<file path="config.mk">
export PLATFORM = sky130hd
export DESIGN_NAME = icache_tag_ctrl
export DESIGN_NICKNAME = d
export VERILOG_FILES = /design/src/rtl/icache_tag_ctrl_pkg.sv /design/src/rtl/icache_tag_ctrl.sv
export SDC_FILE = /design/constraint.sdc
export NUM_CORES = 1
export LEC_CHECK = 0
export CAP_MARGIN = 0
export CORE_MARGIN = 8
export CORE_UTILIZATION = 36
export CTS_BUF_LIST = sky130_fd_sc_hd__clkbuf_8
export CTS_CLUSTER_SIZE = 20
export DETAILED_ROUTE_END_ITERATION = 8
export DONT_BUFFER_PORTS = 1
export GPL_ROUTABILITY_DRIVEN = 0
export MAX_ROUTING_LAYER = met4
export PLACE_DENSITY = 0.52
export SLEW_MARGIN = 10
export SYNTH_ARGS = -nofsm -noshare
export SYNTH_HDL_FRONTEND = slang
export SYNTH_SLANG_ARGS = --single-unit
</file>
<file path="constraint.sdc">
create_clock -name clk -period 3.97 [get_ports clk]
set_input_delay 0 -clock clk [delete_from_list [all_inputs] [get_ports clk]]
set_output_delay 0 -clock clk [all_outputs]
set_load 0.02 [all_outputs]
</file>
<file path="src/rtl/icache_tag_ctrl_pkg.sv">
// Shared definitions for the icache tag path: entry layout, sizes and controller states.
package icache_tag_ctrl_pkg;

    localparam int TAG_VALID_BIT = 22;
    localparam int TAG_SETS      = 64;

    typedef struct packed {
        logic        valid;
        logic [21:0] tag;
    } tag_entry_t;

    typedef enum logic {
        ST_SWEEP,
        ST_READY
    } state_t;

endpackage

</file>
<file path="src/rtl/icache_tag_ctrl.sv">
// Tag SRAM port controller: invalidate sweep after reset/flush, fill-over-lookup
// arbitration, and a hit/miss response one cycle after each accepted lookup.
//
//   state    | meaning
//   ST_SWEEP | writing zero to every entry, one per cycle; no requests accepted
//   ST_READY | serving flush > fill > lookup
module icache_tag_ctrl
    import icache_tag_ctrl_pkg::*;
#(
    parameter int INDEX_WIDTH = 6,
    parameter int TAG_WIDTH   = 22,
    parameter int DATA_WIDTH  = 23
) (
    input  logic                   clk,
    input  logic                   rst,
    input  logic                   flush,
    output logic                   init_done,
    input  logic                   lookup_valid,
    output logic                   lookup_ready,
    input  logic [INDEX_WIDTH-1:0] lookup_index,
    input  logic [TAG_WIDTH-1:0]   lookup_tag,
    output logic                   resp_valid,
    output logic                   resp_hit,
    output logic [TAG_WIDTH-1:0]   resp_stored_tag,
    input  logic                   fill_valid,
    output logic                   fill_ready,
    input  logic [INDEX_WIDTH-1:0] fill_index,
    input  logic [TAG_WIDTH-1:0]   fill_tag,
    output logic                   sram_csb,
    output logic                   sram_web,
    output logic [INDEX_WIDTH-1:0] sram_addr,
    output logic [DATA_WIDTH-1:0]  sram_din,
    input  logic [DATA_WIDTH-1:0]  sram_dout
);

    state_t                 state;
    logic [INDEX_WIDTH-1:0] cnt;
    logic [TAG_WIDTH-1:0]   tag_q;
    logic                   lookup_fire;

    assign lookup_fire = lookup_valid && lookup_ready;
    assign init_done   = (state == ST_READY) && !rst;

    // SRAM port is driven combinationally so the access lands in the accept cycle.
    always_comb begin
        sram_csb     = 1'b1;
        sram_web     = 1'b1;
        sram_addr    = '0;
        sram_din     = '0;
        fill_ready   = 1'b0;
        lookup_ready = 1'b0;
        if (!rst) begin
            case (state)
                ST_SWEEP: begin
                    sram_csb  = 1'b0;
                    sram_web  = 1'b0;
                    sram_addr = cnt;
                end
                ST_READY: begin
                    if (!flush) begin
                        fill_ready   = 1'b1;
                        lookup_ready = !fill_valid;
                        if (fill_valid) begin
                            sram_csb  = 1'b0;
                            sram_web  = 1'b0;
                            sram_addr = fill_index;
                            sram_din  = {1'b1, fill_tag};
                        end else if (lookup_valid) begin
                            sram_csb  = 1'b0;
                            sram_addr = lookup_index;
                        end
                    end
                end
                default: ;
            endcase
        end
    end

    always_ff @(posedge clk or posedge rst) begin
        if (rst) begin
            state      <= ST_SWEEP;
            cnt        <= '0;
            resp_valid <= 1'b0;
            tag_q      <= '0;
        end else begin
            resp_valid <= lookup_fire;
            if (lookup_fire) begin
                tag_q <= lookup_tag;
            end
            case (state)
                ST_SWEEP: begin
                    if (cnt == {INDEX_WIDTH{1'b1}}) begin
                        state <= ST_READY;
                        cnt   <= '0;
                    end else begin
                        cnt <= cnt + INDEX_WIDTH'(1);
                    end
                end
                ST_READY: begin
                    if (flush) begin
                        state <= ST_SWEEP;
                    end
                end
                default: state <= ST_SWEEP;
            endcase
        end
    end

    // SRAM output still reflects the address of the previous cycle's lookup.
    assign resp_hit        = sram_dout[DATA_WIDTH-1] && (sram_dout[TAG_WIDTH-1:0] == tag_q);
    assign resp_stored_tag = sram_dout[TAG_WIDTH-1:0];

endmodule
</file>
==> summary.md, run 1 <==
| Metric | Value |
|---|---|
| Run status | `completed` |
| Ant diodes | `0` |
| Avg Cell Area, Syn | `~11 sq um` |
| Vias | `1284` |
| Flop pwr share | `47.6%` |
| First-pass GRT wire length | `approximately 7.4 mm` |
| Chip width | `approximately 90 microns` |
| Post-Syn Area | `0.001914 sq mm` |
| Netlist cell types | `31` |
| # DRC | `0` |
| Routed wire length | `slightly above 5 mm` |
| Die ar. | `0.007907 sq mm` |
| Largest net degree at the start of global routing | `31` |
| Switch Pwr | `0.2790 mW` |
| Min cycle time layout | `around 2.1 ns` |
| Ports | `142` |
| WL/cell | `19.82 microns` |
| Comb power frac | `25.0%` |
| RSZ-0062 raised after global routing | `no` |
| Cell leakage power | `1.031 nW` |
| CP Launch Type | `register` |
| Vias in the first global route | `1419` |
| Layout cells sized above 1 | `11.23%` |
| Pwr Density | `415.9 mW/mm^2` |
| Achievable clock frequency | `484.0 MHz` |
| Vias per inst | `4.996` |
| Worst Path Buf+Inv | `2` |
| Pre-Repair DR Iteration Count | `6` |
| Synthesized Nets | `265` |
| Clock sinks | `30` |
| Bufs on Longest Clock Path | `2` |
| Core area | `0.005107 sq mm` |
| Rows | `26` |
| Part of the cycle the worst path needs | `52.04%` |
| Final setup violation count | `0` |
| Max-Cap Viols | `0` |
| Reg2reg setup slack | `2.07 ns` |
| Clock latency on the worst-skew pair | `between 0.2 and 0.3 ns` |
| Final Hold Vio Count | `0` |
| Synth Register Bits | `30` |
| Crit-path max FO | `28` |
| Fin. max-slew vios | `0` |
| Total CTS buffers | `5` |
| Worst stage delay on the critical path | `roughly 0.46 ns` |
| Slew margin rel. | `47.32%` |
| Port Buf Inserts | `0` |
| Commonest non-fill, non-tap cell in the layout | `dfrtp_1` |
| DP Wirelength | `just under 4 mm` |
| Worst Path Required | `3.97 ns` |
| H-tree Lvls | `2` |
| WS Path Type | `register to output port` |
| CTS tree | `done` |
| Total GRT Usage | `12.45%` |
| Clock power share | `between 20% and 30%` |
| Root buf cell | `clkbuf_8` |
| CP Capture Type | `output port` |
| CP delay by family, top | `simple AND/OR/NAND/NOR gates` |
| Slowest library cell on the worst path | `dfrtp_1` |
| Final ANT Viol Nets | `0` |
| Yosys warns | `0` |
| Largest area contributor in the netlist | `dfrtp_1` |
| Reg clk slew, reported paths | `0.06 ns` |
| Setup WS pre-CTS | `2.042 ns` |
| Actual slew at the worst max-slew pin | `0.7819 ns` |
| Sequential fraction of the synthesis area | `39.22%` |
| Most frequent cells in the layout | `30 x dfrtp_1, 24 x and2_1, 24 x dlygate4sd3_1` |
| Area growth from synthesis to layout | `11.57%` |
| Internal power | `between 0.6 and 0.7 mW` |
| Fin worst setup slack | `1.904 ns` |
| DRC marker count from the first detailed-route iteration | `36` |
| Nets | `between 200 and 300` |
| Post-route cell area | `0.002136 sq mm` |
| Sw Ratio | `a little under a third` |
| Main area contributors after synthesis | `dfrtp_1 39%, buf_4 9.0%, mux2_1 8.2%` |
| Die Ht | `88.92 microns` |
| CTS-repair resized insts | `0` |
| Placed standard-cell area | `between 0.0015 and 0.002 sq mm` |
| Crit path DAT | `~2.1 ns` |
| Cell count after synthesis | `between 150 and 200` |
| CP Cell Sequence | `nor4b_4, and2_1, buf_4, a222oi_1, inv_1` |
| Antenna violations before repair | `0` |
| Clk_skew | `0.002115 ns` |
| Worst hold path class | `input pin to output port` |
| Initial cell density of the core | `37.48%` |
| Fill cells | `536` |
| Sum of negative setup slack | `0 ns` |
| Grt total ovfl | `0` |
| Synth top area share | `39.22%` |
| Worst vdd ir | `224.3 uV` |
==> worst reg2reg max path, delay by kind of cell (launching register included) <==
family | cells | cell delay [ns]
simple gates | 2 | 0.61
buf+inv | 1 | 0.32
mux | 1 | 0.40
flops | 1 | 0.46
==> worst paths after layout <==
| kind | startpoint | end | cells past startpoint |
|---|---|---|---|
| setup / recovery | state | sram_addr[3] | 5 |
| hold / removal | sram_dout[16] | resp_stored_tag[16] | 0 |
| setup reg to reg | state | tag_q[16] | 4 |
| hold reg to reg | tag_q[7] | tag_q[7] | 1 |
| max in group asynchronous | rst | tag_q[21] | 3 |
| min in group asynchronous | rst | state | 3 |
==> cells in the mapped netlist <==
library cell / instances
nor3b_2: 1
mux2_2: 9
nand4_1: 4
nor2_1: 6
nor4b_4: 1
xnor2_1: 9
nand2_1: 4
nor2b_1: 1
dfrtp_1: 30
nand2b_1: 1
o31a_1: 1
buf_8: 1
mux2_1: 14
o21bai_1: 1
a21oi_1: 3
nor4_1: 3
a222oi_1: 5
clkbuf_2: 1
inv_1: 8
buf_2: 1
nor3_1: 2
o21ai_0: 3
ha_1: 1
buf_6: 2
nand3_1: 1
and3b_1: 1
buf_4: 23
and2_1: 24
xor2_1: 17
and3_1: 1
nand3b_1: 1
==> per-stage QoR <==
| step | cells | hold WS, ns | total power, mW | utilization [%] |
|---|---|---|---|---|
| 2_1_floorplan | 180 | 0.03846 | 0.6203 | - |
| 3_3_place_gp | 225 | 0.0001613 | 0.6220 | 35.33 |
| 3_5_place_dp | 225 | 0.0001607 | 0.6302 | 35.33 |
| 6_report | 257 | 0.000008286 | 0.8882 | 41.82 |
| 4_1_cts | 257 | 0.0001607 | 0.9030 | 41.82 |
| 5_1_grt | 257 | 0.00005695 | 0.9504 | 41.82 |
==> registers in the layout, summed over array words and instances, names as in the netlist <==
name        count
tag_q          22
cnt             6
resp_valid      1
state           1
==> cells by family after synthesis <==
group	after synthesis	synth area share, %
multiplexers	23	13.53
buffers and inverters	36	13.07
AO/OA/AOI/OAI	13	5.033
XOR/XNOR	26	11.90
flip-flops	30	39.22
AND/OR/NAND/NOR	51	16.60
adder cells (fa/ha/maj)	1	0.6535
==> power groups by stage <==
stage | Combinational, mW | Clock [mW] | Sequential [mW]
after floorplan | 0.212 | 0 | 0.409
after global placement | 0.199 | 0 | 0.423
final | 0.222 | 0.244 | 0.423
after global routing | 0.251 | 0.268 | 0.431
after CTS | 0.225 | 0.258 | 0.421
after detailed placement | 0.204 | 0 | 0.426
==> area by class of cell <==
class,count,area (sq um),share of cell area [%]
multi-input combinational,114,913.4,42.77
inverter,8,30.03,1.406
timing repair buffer,27,262.8,12.30
sequential,30,750.7,35.15
clock buffer,6,82.58,3.866
clock inverter,2,8.758,0.4101
tap,70,87.58,4.101
==> routing by layer <==
metal  global-route usage, %  part of all wire [%]
met5                       -                     0
met4                   3.687                  0.29
met3                   4.412                   8.5
met2                   20.75                    55
met1                   13.61                    36
==> what timing repair did <==
action,CTS,global route
hold buffers,24,0
endpoints found under the hold margin,53,0
buffers inserted,0,0
No activity file was read; power rests on OpenSTA's default activity.
==> inputs of run 2 (changes only) <==
Settings changed: PLACE_DENSITY 0.52 to 0.54.
Clock period 3.97 ns to 1.8 ns, I/O delays scaled along.
==> summary.md, run 2 (synthesis results as in run 1) <==
| Metric | Value |
|---|---|
| Run status | `completed (unchanged)` |
| Routed wire length | `5.305 mm (was 5.094 mm)` |
| Vias in the first global route | `1512 (was 1419)` |
| Ports | `142 (unchanged)` |
| Final ANT Viol Nets | `0 (unchanged)` |
| Hold_sp | `sram_dout[4] (was sram_dout[16])` |
| Hold Path End | `resp_stored_tag[4] (was resp_stored_tag[16])` |
| Nets | `279 (was 271)` |
| Sum of negative setup slack | `0 ns (unchanged)` |
| Fin. max-slew vios | `0 (unchanged)` |
| Actual slew at the worst max-slew pin | `0.3962 ns (was 0.7819 ns)` |
| Comb power frac | `26.0% (was 25.0%)` |
| CTS tree | `done (unchanged)` |
| Met3 Resource Use GR | `3.768% (was 4.412%)` |
| Worst stage delay on the critical path | `0.38 ns (was 0.46 ns)` |
| CP Cell Sequence | `nor4b_4, and2_1, buf_6, a222oi_1, inv_1 (was nor4b_4, and2_1, buf_4, a222oi_1, inv_1)` |
| Clock sinks | `30 (unchanged)` |
| Worst hold path class | `input pin to output port (unchanged)` |
| Port Buf Inserts | `0 (unchanged)` |
| Bufs on Longest Clock Path | `2 (unchanged)` |
| Total GRT Usage | `12.69% (was 12.45%)` |
| Hold Slack | `0.000005191 ns (was 0.000008286 ns)` |
| Area growth from synthesis to layout | `16.27% (was 11.57%)` |
| Reg2reg setup slack | `0.24 ns (was 2.07 ns)` |
| CP Capture Type | `output port (unchanged)` |
| Reg clk slew, reported paths | `0.06 ns (about the same)` |
| Pre-Repair DR Iteration Count | `5 (was 6)` |
| Crit path DAT | `1.66 ns (was 2.07 ns)` |
| WL/cell | `20.02 microns (was 19.82 microns)` |
| Most flops, register | `tag_q (unchanged)` |
| Vias per inst | `5.049 (was 4.996)` |
| CP delay by family, top | `flip-flops (was simple AND/OR/NAND/NOR gates)` |
| Hold path depth | `0 (unchanged)` |
| Clk_skew | `0.001287 ns (was 0.002115 ns)` |
| Worst Path Buf+Inv | `2 (unchanged)` |
| Achievable clock frequency | `approximately 600 MHz` |
| Core area | `0.005107 sq mm (unchanged)` |
| Pwr Density | `890.2 mW/mm^2 (was 415.9 mW/mm^2)` |
| Largest net degree at the start of global routing | `31 (unchanged)` |
| Most frequent cells in the layout | `30 x dfrtp_1, 24 x and2_1, 24 x dlygate4sd3_1 (unchanged)` |
| WS Path Type | `register to output port (unchanged)` |
| Root buf cell | `clkbuf_8 (unchanged)` |
| Crit-path max FO | `6 (was 28)` |
| Worst Path Required | `1.80 ns (was 3.97 ns)` |
| Launching point of the worst reg2reg path | `state (unchanged)` |
| Initial cell density of the core | `37.48% (unchanged)` |
| Grt total ovfl | `0 (unchanged)` |
| Sw Ratio | `31.61% (was 31.41%)` |
| Chip width | `88.92 microns (unchanged)` |
| Worst vdd ir | `503.3 uV (was 224.3 uV)` |
| Gr busiest metal | `met2 (unchanged)` |
| DRC marker count from the first detailed-route iteration | `60 (was 36)` |
| Flop pwr share | `46.8% (was 47.6%)` |
| Part of the cycle the worst path needs | `92.08%` |
| Clock power share | `27.2% (was 27.4%)` |
| Clock latency on the worst-skew pair | `0.27 ns (about the same)` |
| Cells on worst reg2reg path | `4 (unchanged)` |
| DP Wirelength | `4.156 mm (was 3.973 mm)` |
| CP Launch Type | `register (unchanged)` |
| Total CTS buffers | `5 (unchanged)` |
| Ant diodes | `0 (unchanged)` |
| Max FFs per register | `22 (unchanged)` |
| Layout cells sized above 1 | `16.41% (was 11.23%)` |
| Critical path startpoint | `state (unchanged)` |
| Vias | `1338 (was 1284)` |
| Slowest library cell on the worst path | `dfrtp_1 (unchanged)` |
| Final setup violation count | `0 (unchanged)` |
| Die ar. | `0.007907 sq mm (unchanged)` |
| Cell leakage power | `1.086 nW (was 1.031 nW)` |
| R2R Path End | `tag_q[16] (unchanged)` |
| Routing usage on met2 | `21.63% (was 20.75%)` |
| Antenna violations before repair | `0 (unchanged)` |
| Slew margin rel. | `73.49% (was 47.32%)` |
| Internal power | `1.355 mW (was 0.6092 mW)` |
| First-pass GRT wire length | `7.583 mm (was 7.389 mm)` |
| Switch Pwr | `0.6262 mW (was 0.2790 mW)` |
| H-tree Lvls | `2 (unchanged)` |
| Min cycle time layout | `between 1.5 and 2 ns` |
| Final Hold Vio Count | `0 (unchanged)` |
| Commonest non-fill, non-tap cell in the layout | `dfrtp_1 (unchanged)` |
| # DRC | `0 (unchanged)` |
| Max-Cap Viols | `0 (unchanged)` |
| Met1 usage | `14.00% (was 13.61%)` |
| Die Ht | `88.92 microns (unchanged)` |
| Largest registers | `tag_q: 22 flops, cnt: 6 flops (unchanged)` |
| RSZ-0062 raised after global routing | `yes (was no)` |
| Rows | `26 (unchanged)` |
## run 2: how the worst max path moves through the flow
stage          cells after the start  slack (ns)      endpoint
2_1_floorplan                      5        0.11     tag_q[10]
3_3_place_gp                       4        0.34     tag_q[18]
3_5_place_dp                       4        0.27     tag_q[16]
4_1_cts                            6        0.02  sram_addr[3]
5_1_grt                            6       -0.02  sram_addr[3]
6_report                           5        0.14  sram_addr[1]
## run 2: layout make-up
cell class / instances / area (sq um)
clock buffer: 6 / 82.58
clock inverter: 2 / 8.758
fill: 495 / 2882
inverter: 8 / 30.03
multi-input combinational: 114 / 938.4
sequential: 30 / 750.7
tap: 70 / 87.58
timing repair buffer: 35 / 327.8
## run 2: power groups by stage
stage / combinational [mW] / clock [mW] / sequential (mW)
3_3_place_gp: 0.452 / 0 / 0.930
2_1_floorplan: 0.467 / 0 / 0.901
4_1_cts: 0.514 / 0.563 / 0.924
3_5_place_dp: 0.472 / 0 / 0.930
5_1_grt: 0.580 / 0.586 / 0.940
6_report: 0.515 / 0.540 / 0.926
## run 2: per-layer routing
layer / up-vias / part of all wire, % / wire, microns
met1: 649 / 36 / 1904
met5: - / 0 / 0
met2: 75 / 55 / 2917
met4: 0 / 0.87 / 46
li1: 608 / - / -
met3: 6 / 8.2 / 436
## run 2: what timing repair did
action	CTS	global route
buffers inserted	0	1
gates resized for setup	0	7
hold buffers	24	0
endpoints found under the setup margin	0	6
endpoints found under the hold margin	53	0
## run 2: through the flow
step | instance area (sq um) | utilization, % | worst slack, ns | instances | power, mW
after floorplan | 1914 | - | 0.1120 | 180 | 1.368
after global placement | 1842 | 36.06 | 0.3354 | 230 | 1.382
after detailed placement | 1842 | 36.06 | 0.2692 | 230 | 1.401
after CTS | 2173 | 42.55 | 0.02487 | 262 | 2.000
after global routing | 2226 | 43.58 | -0.02233 | 265 | 2.107
final | 2226 | 43.58 | 0.1426 | 265 | 1.981
